<file path="src/rtl/uart_tx_if.sv">
// ============================================================================
// uart_tx_if : host-side byte handshake (valid/ready) for the UART transmitter
// Revision   : 1.0
// ============================================================================
`default_nettype none

interface uart_tx_if;
  logic [7:0] data_in;
  logic       valid_in;
  logic       ready_out;

  modport master (output data_in, output valid_in, input ready_out);
  modport slave  (input data_in, input valid_in, output ready_out);
endinterface

`default_nettype wire

</file>
<file path="src/rtl/uart_tx.sv">
// ============================================================================
// uart_tx : 8N1 serialiser, OS ticks per bit cell, buffered valid/ready input
//           UART_TX_FIFO_EN selects a DEPTH-entry FIFO instead of one register
// Revision: 1.0
// ============================================================================
`default_nettype none

module uart_tx #(
  parameter int OS    = 16,
  parameter int DEPTH = 4
) (
  input  wire logic CLK,
  input  wire logic rst_n,
  input  wire logic os_tick,
  uart_tx_if.slave  host,
  output logic      TX,
  output logic      busy,
  output logic      done_out
);

  localparam int CW = $clog2(OS);
  localparam logic [CW-1:0] OS_LAST = CW'(OS - 1);

  localparam logic [1:0] S_IDLE  = 2'd0;
  localparam logic [1:0] S_START = 2'd1;
  localparam logic [1:0] S_DATA  = 2'd2;
  localparam logic [1:0] S_STOP  = 2'd3;

  if (OS < 2) begin : g_bad_os
    $error("uart_tx: OS must be >= 2");
  end
  if ((DEPTH < 2) || ((DEPTH & (DEPTH - 1)) != 0)) begin : g_bad_depth
    $error("uart_tx: DEPTH must be a power of 2, >= 2");
  end

  logic       push;
  logic       pop;
  logic       buf_empty;
  logic [7:0] buf_data;

`ifdef UART_TX_FIFO_EN
  localparam int AW = $clog2(DEPTH);
  localparam logic [AW:0] FULL = (AW+1)'(DEPTH);

  logic [7:0]  mem_q [DEPTH];
  logic [7:0]  mem_d [DEPTH];
  logic [AW-1:0] wr_ptr_q, wr_ptr_d, rd_ptr_q, rd_ptr_d;
  logic [AW:0]   count_q, count_d;

  // Fullness comes from the registered count, so a pop cannot admit a push
  // in the same cycle.
  assign host.ready_out = (count_q != FULL);
  assign push           = host.valid_in && host.ready_out;
  assign buf_empty      = (count_q == '0);
  assign buf_data       = mem_q[rd_ptr_q];

  always_comb begin
    mem_d    = mem_q;
    wr_ptr_d = wr_ptr_q;
    rd_ptr_d = rd_ptr_q;
    count_d  = count_q;
    if (push) begin
      mem_d[wr_ptr_q] = host.data_in;
      wr_ptr_d        = wr_ptr_q + 1'b1;
    end
    if (pop) rd_ptr_d = rd_ptr_q + 1'b1;
    case ({push, pop})
      2'b10:   count_d = count_q + 1'b1;
      2'b01:   count_d = count_q - 1'b1;
      default: count_d = count_q;
    endcase
  end

  always_ff @(posedge CLK or negedge rst_n) begin
    if (!rst_n) begin
      for (int i = 0; i < DEPTH; i++) mem_q[i] <= '0;
      wr_ptr_q <= '0;
      rd_ptr_q <= '0;
      count_q  <= '0;
    end else begin
      mem_q    <= mem_d;
      wr_ptr_q <= wr_ptr_d;
      rd_ptr_q <= rd_ptr_d;
      count_q  <= count_d;
    end
  end
`else
  logic [7:0] hold_q, hold_d;
  logic       hold_valid_q, hold_valid_d;

  assign host.ready_out = !hold_valid_q;
  assign push           = host.valid_in && !hold_valid_q;
  assign buf_empty      = !hold_valid_q;
  assign buf_data       = hold_q;

  // push needs an empty holder and pop a full one, so they never coincide
  always_comb begin
    hold_d       = hold_q;
    hold_valid_d = hold_valid_q;
    if (push) begin
      hold_d       = host.data_in;
      hold_valid_d = 1'b1;
    end else if (pop) begin
      hold_valid_d = 1'b0;
    end
  end

  always_ff @(posedge CLK or negedge rst_n) begin
    if (!rst_n) begin
      hold_q       <= '0;
      hold_valid_q <= 1'b0;
    end else begin
      hold_q       <= hold_d;
      hold_valid_q <= hold_valid_d;
    end
  end
`endif

  logic [1:0]    state_q, state_d;
  logic [CW-1:0] os_cnt_q, os_cnt_d;
  logic [2:0]    bit_idx_q, bit_idx_d;
  logic [7:0]    sh_q, sh_d;
  logic          tx_q, tx_d;
  logic          done_q, done_d;

  always_comb begin
    state_d   = state_q;
    os_cnt_d  = os_cnt_q;
    bit_idx_d = bit_idx_q;
    sh_d      = sh_q;
    tx_d      = tx_q;
    done_d    = 1'b0;
    pop       = 1'b0;
    if (os_tick) begin
      if ((state_q != S_IDLE) && (os_cnt_q != '0)) begin
        os_cnt_d = os_cnt_q - 1'b1;
      end else begin
        case (state_q)
          S_START: begin
            tx_d      = sh_q[0];
            bit_idx_d = 3'd0;
            os_cnt_d  = OS_LAST;
            state_d   = S_DATA;
          end
          S_DATA: begin
            os_cnt_d = OS_LAST;
            if (bit_idx_q == 3'd7) begin
              tx_d    = 1'b1;
              state_d = S_STOP;
            end else begin
              sh_d      = {1'b0, sh_q[7:1]};
              tx_d      = sh_q[1];
              bit_idx_d = bit_idx_q + 3'd1;
            end
          end
          default: begin
            // S_IDLE start, or S_STOP end with the next start chained in
            if (state_q == S_STOP) done_d = 1'b1;
            if (!buf_empty) begin
              pop      = 1'b1;
              sh_d     = buf_data;
              tx_d     = 1'b0;
              os_cnt_d = OS_LAST;
              state_d  = S_START;
            end else begin
              state_d  = S_IDLE;
            end
          end
        endcase
      end
    end
  end

  always_ff @(posedge CLK or negedge rst_n) begin
    if (!rst_n) begin
      state_q   <= S_IDLE;
      os_cnt_q  <= '0;
      bit_idx_q <= '0;
      sh_q      <= '0;
      tx_q      <= 1'b1;
      done_q    <= 1'b0;
    end else begin
      state_q   <= state_d;
      os_cnt_q  <= os_cnt_d;
      bit_idx_q <= bit_idx_d;
      sh_q      <= sh_d;
      tx_q      <= tx_d;
      done_q    <= done_d;
    end
  end

  assign TX       = tx_q;
  assign busy     = (state_q != S_IDLE);
  assign done_out = done_q;

endmodule

`default_nettype wire

</file>
<file path="src/flat_wrapper.sv">
// flat-port wrapper written by rule: the top's interface ports become plain ports
module uart_tx_flat 
#(
  parameter int OS    = 16,
  parameter int DEPTH = 4
)
  (CLK, rst_n, os_tick, TX, busy, done_out, host_data_in, host_valid_in, host_ready_out);
  uart_tx_if host_i ();
  input  wire logic CLK;
  input  wire logic rst_n;
  input  wire logic os_tick;
  output logic TX;
  output logic busy;
  output logic done_out;
  input wire logic [$bits(host_i.data_in)-1:0] host_data_in;
  input wire logic [$bits(host_i.valid_in)-1:0] host_valid_in;
  output wire logic [$bits(host_i.ready_out)-1:0] host_ready_out;
  assign host_i.data_in = host_data_in;
  assign host_i.valid_in = host_valid_in;
  assign host_ready_out = host_i.ready_out;
  uart_tx #(.OS(OS), .DEPTH(DEPTH)) u_core (.CLK(CLK), .rst_n(rst_n), .os_tick(os_tick), .host(host_i), .TX(TX), .busy(busy), .done_out(done_out));
endmodule
</file>
<file path="config.mk">
export PLATFORM = sky130hd
export DESIGN_NAME = uart_tx_flat
export DESIGN_NICKNAME = d
export VERILOG_FILES = /design/src/rtl/uart_tx_if.sv /design/src/rtl/uart_tx.sv /design/src/flat_wrapper.sv
export SDC_FILE = /design/constraint.sdc
export NUM_CORES = 1
export LEC_CHECK = 0
export CELL_PAD_IN_SITES_DETAIL_PLACEMENT = 0
export CELL_PAD_IN_SITES_GLOBAL_PLACEMENT = 1
export CORE_MARGIN = 1
export CORE_UTILIZATION = 45
export CTS_CLUSTER_SIZE = 30
export DETAILED_ROUTE_END_ITERATION = 8
export PLACE_DENSITY = 0.86
export SLEW_MARGIN = 20
export SYNTH_ARGS = -nofsm -noshare
export SYNTH_HDL_FRONTEND = slang
export SYNTH_SLANG_ARGS = --single-unit
</file>
<file path="constraint.sdc">
create_clock -name CLK -period 2.45 [get_ports CLK]
set_input_delay 0.49 -clock CLK [delete_from_list [all_inputs] [get_ports CLK]]
set_output_delay 0.49 -clock CLK [all_outputs]
set_load 0.1 [all_outputs]
</file>
==> flow_metrics.env <==
export IMPL_dieWidth_um=59.7
export IMPL_final_layout_size_suffix_gt1_frac=0.315
export IMPL_ys_types=36
export IMPL_dr_wl_met2_um=1400
export IMPL_root_buffer="clkbuf_4"
export IMPL_post_cts_buffers=0
export IMPL_worst_pin_slew_ps=421
export IMPL_min_path_type="in -> async"
export IMPL_area_growth_synth_to_final_pct=17.6
export IMPL_synthCells=123
export IMPL_path_clk_slew_ps=160
export IMPL_max_freq_ghz=0.487
export IMPL_worst_r2r_setup_slack_ps=470
export IMPL_report_final_hold_viol_count=0
export IMPL_die_y_um=59.7
export IMPL_multi_input_comb_area_um2=721
export IMPL_antenna_found_initial=0
export IMPL_vdd_drop_max_uv=595
export IMPL_status="finished, final reports clean"
export IMPL_critPathCaptureType="output port"
export IMPL_synth_top_area_share=0.451
export IMPL_fp_row_count=20
export IMPL_portBuffers=15
export IMPL_r2r_start="u_core.bit_idx_q[0]"
export IMPL_vias=1020
export IMPL_design_die_area_um2=3560
export IMPL_max_cap_viol_count=0
export IMPL_cts_resized=0
export IMPL_drt_iter0_drc=47
export IMPL_synthFlopType="dfrtp_1"
export IMPL_p_leak_nw=0.834
export IMPL_power_density_nw_per_um2=1050
export IMPL_slew_viol_final=0
export IMPL_initial_utilization=0.483
export IMPL_cts_num_sinks=28
export IMPL_rsz0062_at_grt="false"
export IMPL_antenna_cells=0
export IMPL_critPathMaxFanout=6
export IMPL_grt_ovfl_total=0
export IMPL_track_usage=0.186
export IMPL_synth_seq_cells=28
export IMPL_crit_type="reg -> out"
export IMPL_crit_path_start="u_core.state_q[1]"
export IMPL_routed_wl_um=2790
export IMPL_setup_viol=0
export IMPL_synthSimpleGateAreaFrac=0.118
export IMPL_cts_buffer_depth=2
export IMPL_yosysSeqAreaShare=0.469
export IMPL_synth_nets=143
export IMPL_hpwlAfterDp_um=1990
export IMPL_synth_adder_area_share=0.0668
export IMPL_wl_met3_um=100
export IMPL_fin_crit_ps=2050
export IMPL_synthXorXnorAreaFrac=0
export IMPL_yosys_warnings=0
export IMPL_cts_htree_levels=1
export IMPL_wl_per_cell_um=14.9
export IMPL_cts_buffers=3
export IMPL_synth_compound_area_frac=0.104
export IMPL_io_pin_count=16
export IMPL_syn_area_um2=1500
export IMPL_core_um2=3100
export IMPL_drc_errors=0
export IMPL_grt_pass1_wl_um=4800
export IMPL_place_congestion=0.783
export IMPL_ant_nets=0
export IMPL_finalCritPeriodShare=0.838
export IMPL_insertion_delay_ps=330
export IMPL_synth_async_reset_ratio=1.00
export IMPL_worstSetupStartpointType="flop"
export IMPL_grt_pass1_vias=1021
export IMPL_synth_mux_area_fraction=0.193
export IMPL_synth_area_per_cell_um2=12.2
export IMPL_seq_area_um2=702
export IMPL_yosys_area_top_type="dfrtp_1"
export IMPL_top_layer_used="met4"
export IMPL_synth_area_top_cells="dfrtp_1 (45%), mux2_2 (17%), ha_1 (6.7%), inv_1 (2.8%), mux2i_1 (2.0%)"
export IMPL_r2r_cells=6
export IMPL_synth_top_family_by_area="multiplexers"
export IMPL_critPathArrivalTime_ps=1560
export IMPL_timing_rr_end="u_core.sh_q[3]"
export IMPL_synth_edf_count=0
export IMPL_crit_path_end="busy"
export IMPL_nets=164
export IMPL_hold_ws_ps=506
export IMPL_slew_headroom=0.716
export IMPL_wl_met1_um=1250
export IMPL_required_ps=1960
export IMPL_tns_ps=0
export IMPL_grt_max_degree=29
export IMPL_postCtsHoldBufs=0
export IMPL_fill_cells=293
export IMPL_first_pass_iters=6
export IMPL_via_per_inst=5.45
export IMPL_cts_tree="built"
export IMPL_finClkSkew_ps=5.35
-- stage by stage --
step	util	power [W]	instances	setup slack [ps]	area (µm²)
3_3_place_gp	0.551	0.00151	183	235	1710
2_1_floorplan	-	0.00137	123	472	1500
5_1_grt	0.568	0.00196	187	297	1760
4_1_cts	0.568	0.00185	187	398	1760
6_report	0.568	0.00185	187	397	1760
3_5_place_dp	0.551	0.00154	183	195	1710
-- power by group --
group | leakage (nW) | internal, W | switching, W | total [W]
clock network | 0.0279 | 0.000166 | 0.000144 | 0.000309
logic | 0.471 | 0.000385 | 0.000453 | 0.000838
registers | 0.335 | 0.000599 | 0.0000991 | 0.000698
-- cell families (layout without fill, tap and decap cells) --
group,Yosys count,in the layout
simple gates,27,27
compound gates,19,19
mux,26,26
buf+inv,15,35
flops,28,28
fa+ha+maj,8,8
-- routing by layer --
metal,vias up,track usage
met5,-,0
met1,520,0.238
met4,0,0.0532
met3,4,0.0455
li1,477,-
met2,19,0.313
-- worst min path at each step --
stage	startpoint	end	slack [ps]	cells after the start
2_1_floorplan	rst_n	u_core.bit_idx_q[0]	190	0
3_3_place_gp	u_core.sh_q[4]	u_core.sh_q[4]	480	1
3_5_place_dp	u_core.buf_data[3]	u_core.buf_data[3]	500	1
4_1_cts	rst_n	u_core.state_q[0]	510	2
5_1_grt	rst_n	u_core.hold_valid_q	540	2
6_report	rst_n	u_core.state_q[0]	510	2
-- Yosys cell counts, types with 2 or more instances --
master,instances
dfrtp_1,27
mux2_2,23
inv_1,11
ha_1,8
nand2_1,5
nor2_1,5
nand3_1,4
o21ai_0,4
mux2i_1,3
o221ai_1,3
a21oi_1,2
a31oi_1,2
nor2b_1,2
o21a_1,2
-- cells in the final DEF (no fill, tap or decap), types with 4 or more instances in the layout --
master / netlist / routed
nand2_1: 5 / 5
clkdlybuf4s50_1: 0 / 11
nand3_1: 4 / 4
dfrtp_1: 27 / 27
buf_4: 0 / 8
ha_1: 8 / 8
o21ai_0: 4 / 4
mux2_2: 23 / 23
nor2_1: 5 / 5
inv_1: 11 / 11
-- flip-flops by register name (all words and copies together) (netlist names) --
name	count
u_core.buf_data	8
u_core.sh_q	8
u_core.os_cnt_q	4
u_core.bit_idx_q	3
u_core.state_q	2
u_core.TX	1
u_core.done_out	1
u_core.hold_valid_q	1
-- final cells by class --
class,count,area share
clock buffers,3,0.0128
clock inverters,1,0.0170
inverters,11,0.0234
multi-input cells,80,0.409
flip-flops and latches,28,0.398
well taps,44,0.0312
repair buffers,20,0.108
-- critical path, stage by stage (launching register included) --
cell and delay [ps]:
dfrtp_1 440, inv_1 120, ha_1 310, inv_1 160, buf_12 190
Power figures use the tool's default switching activity.
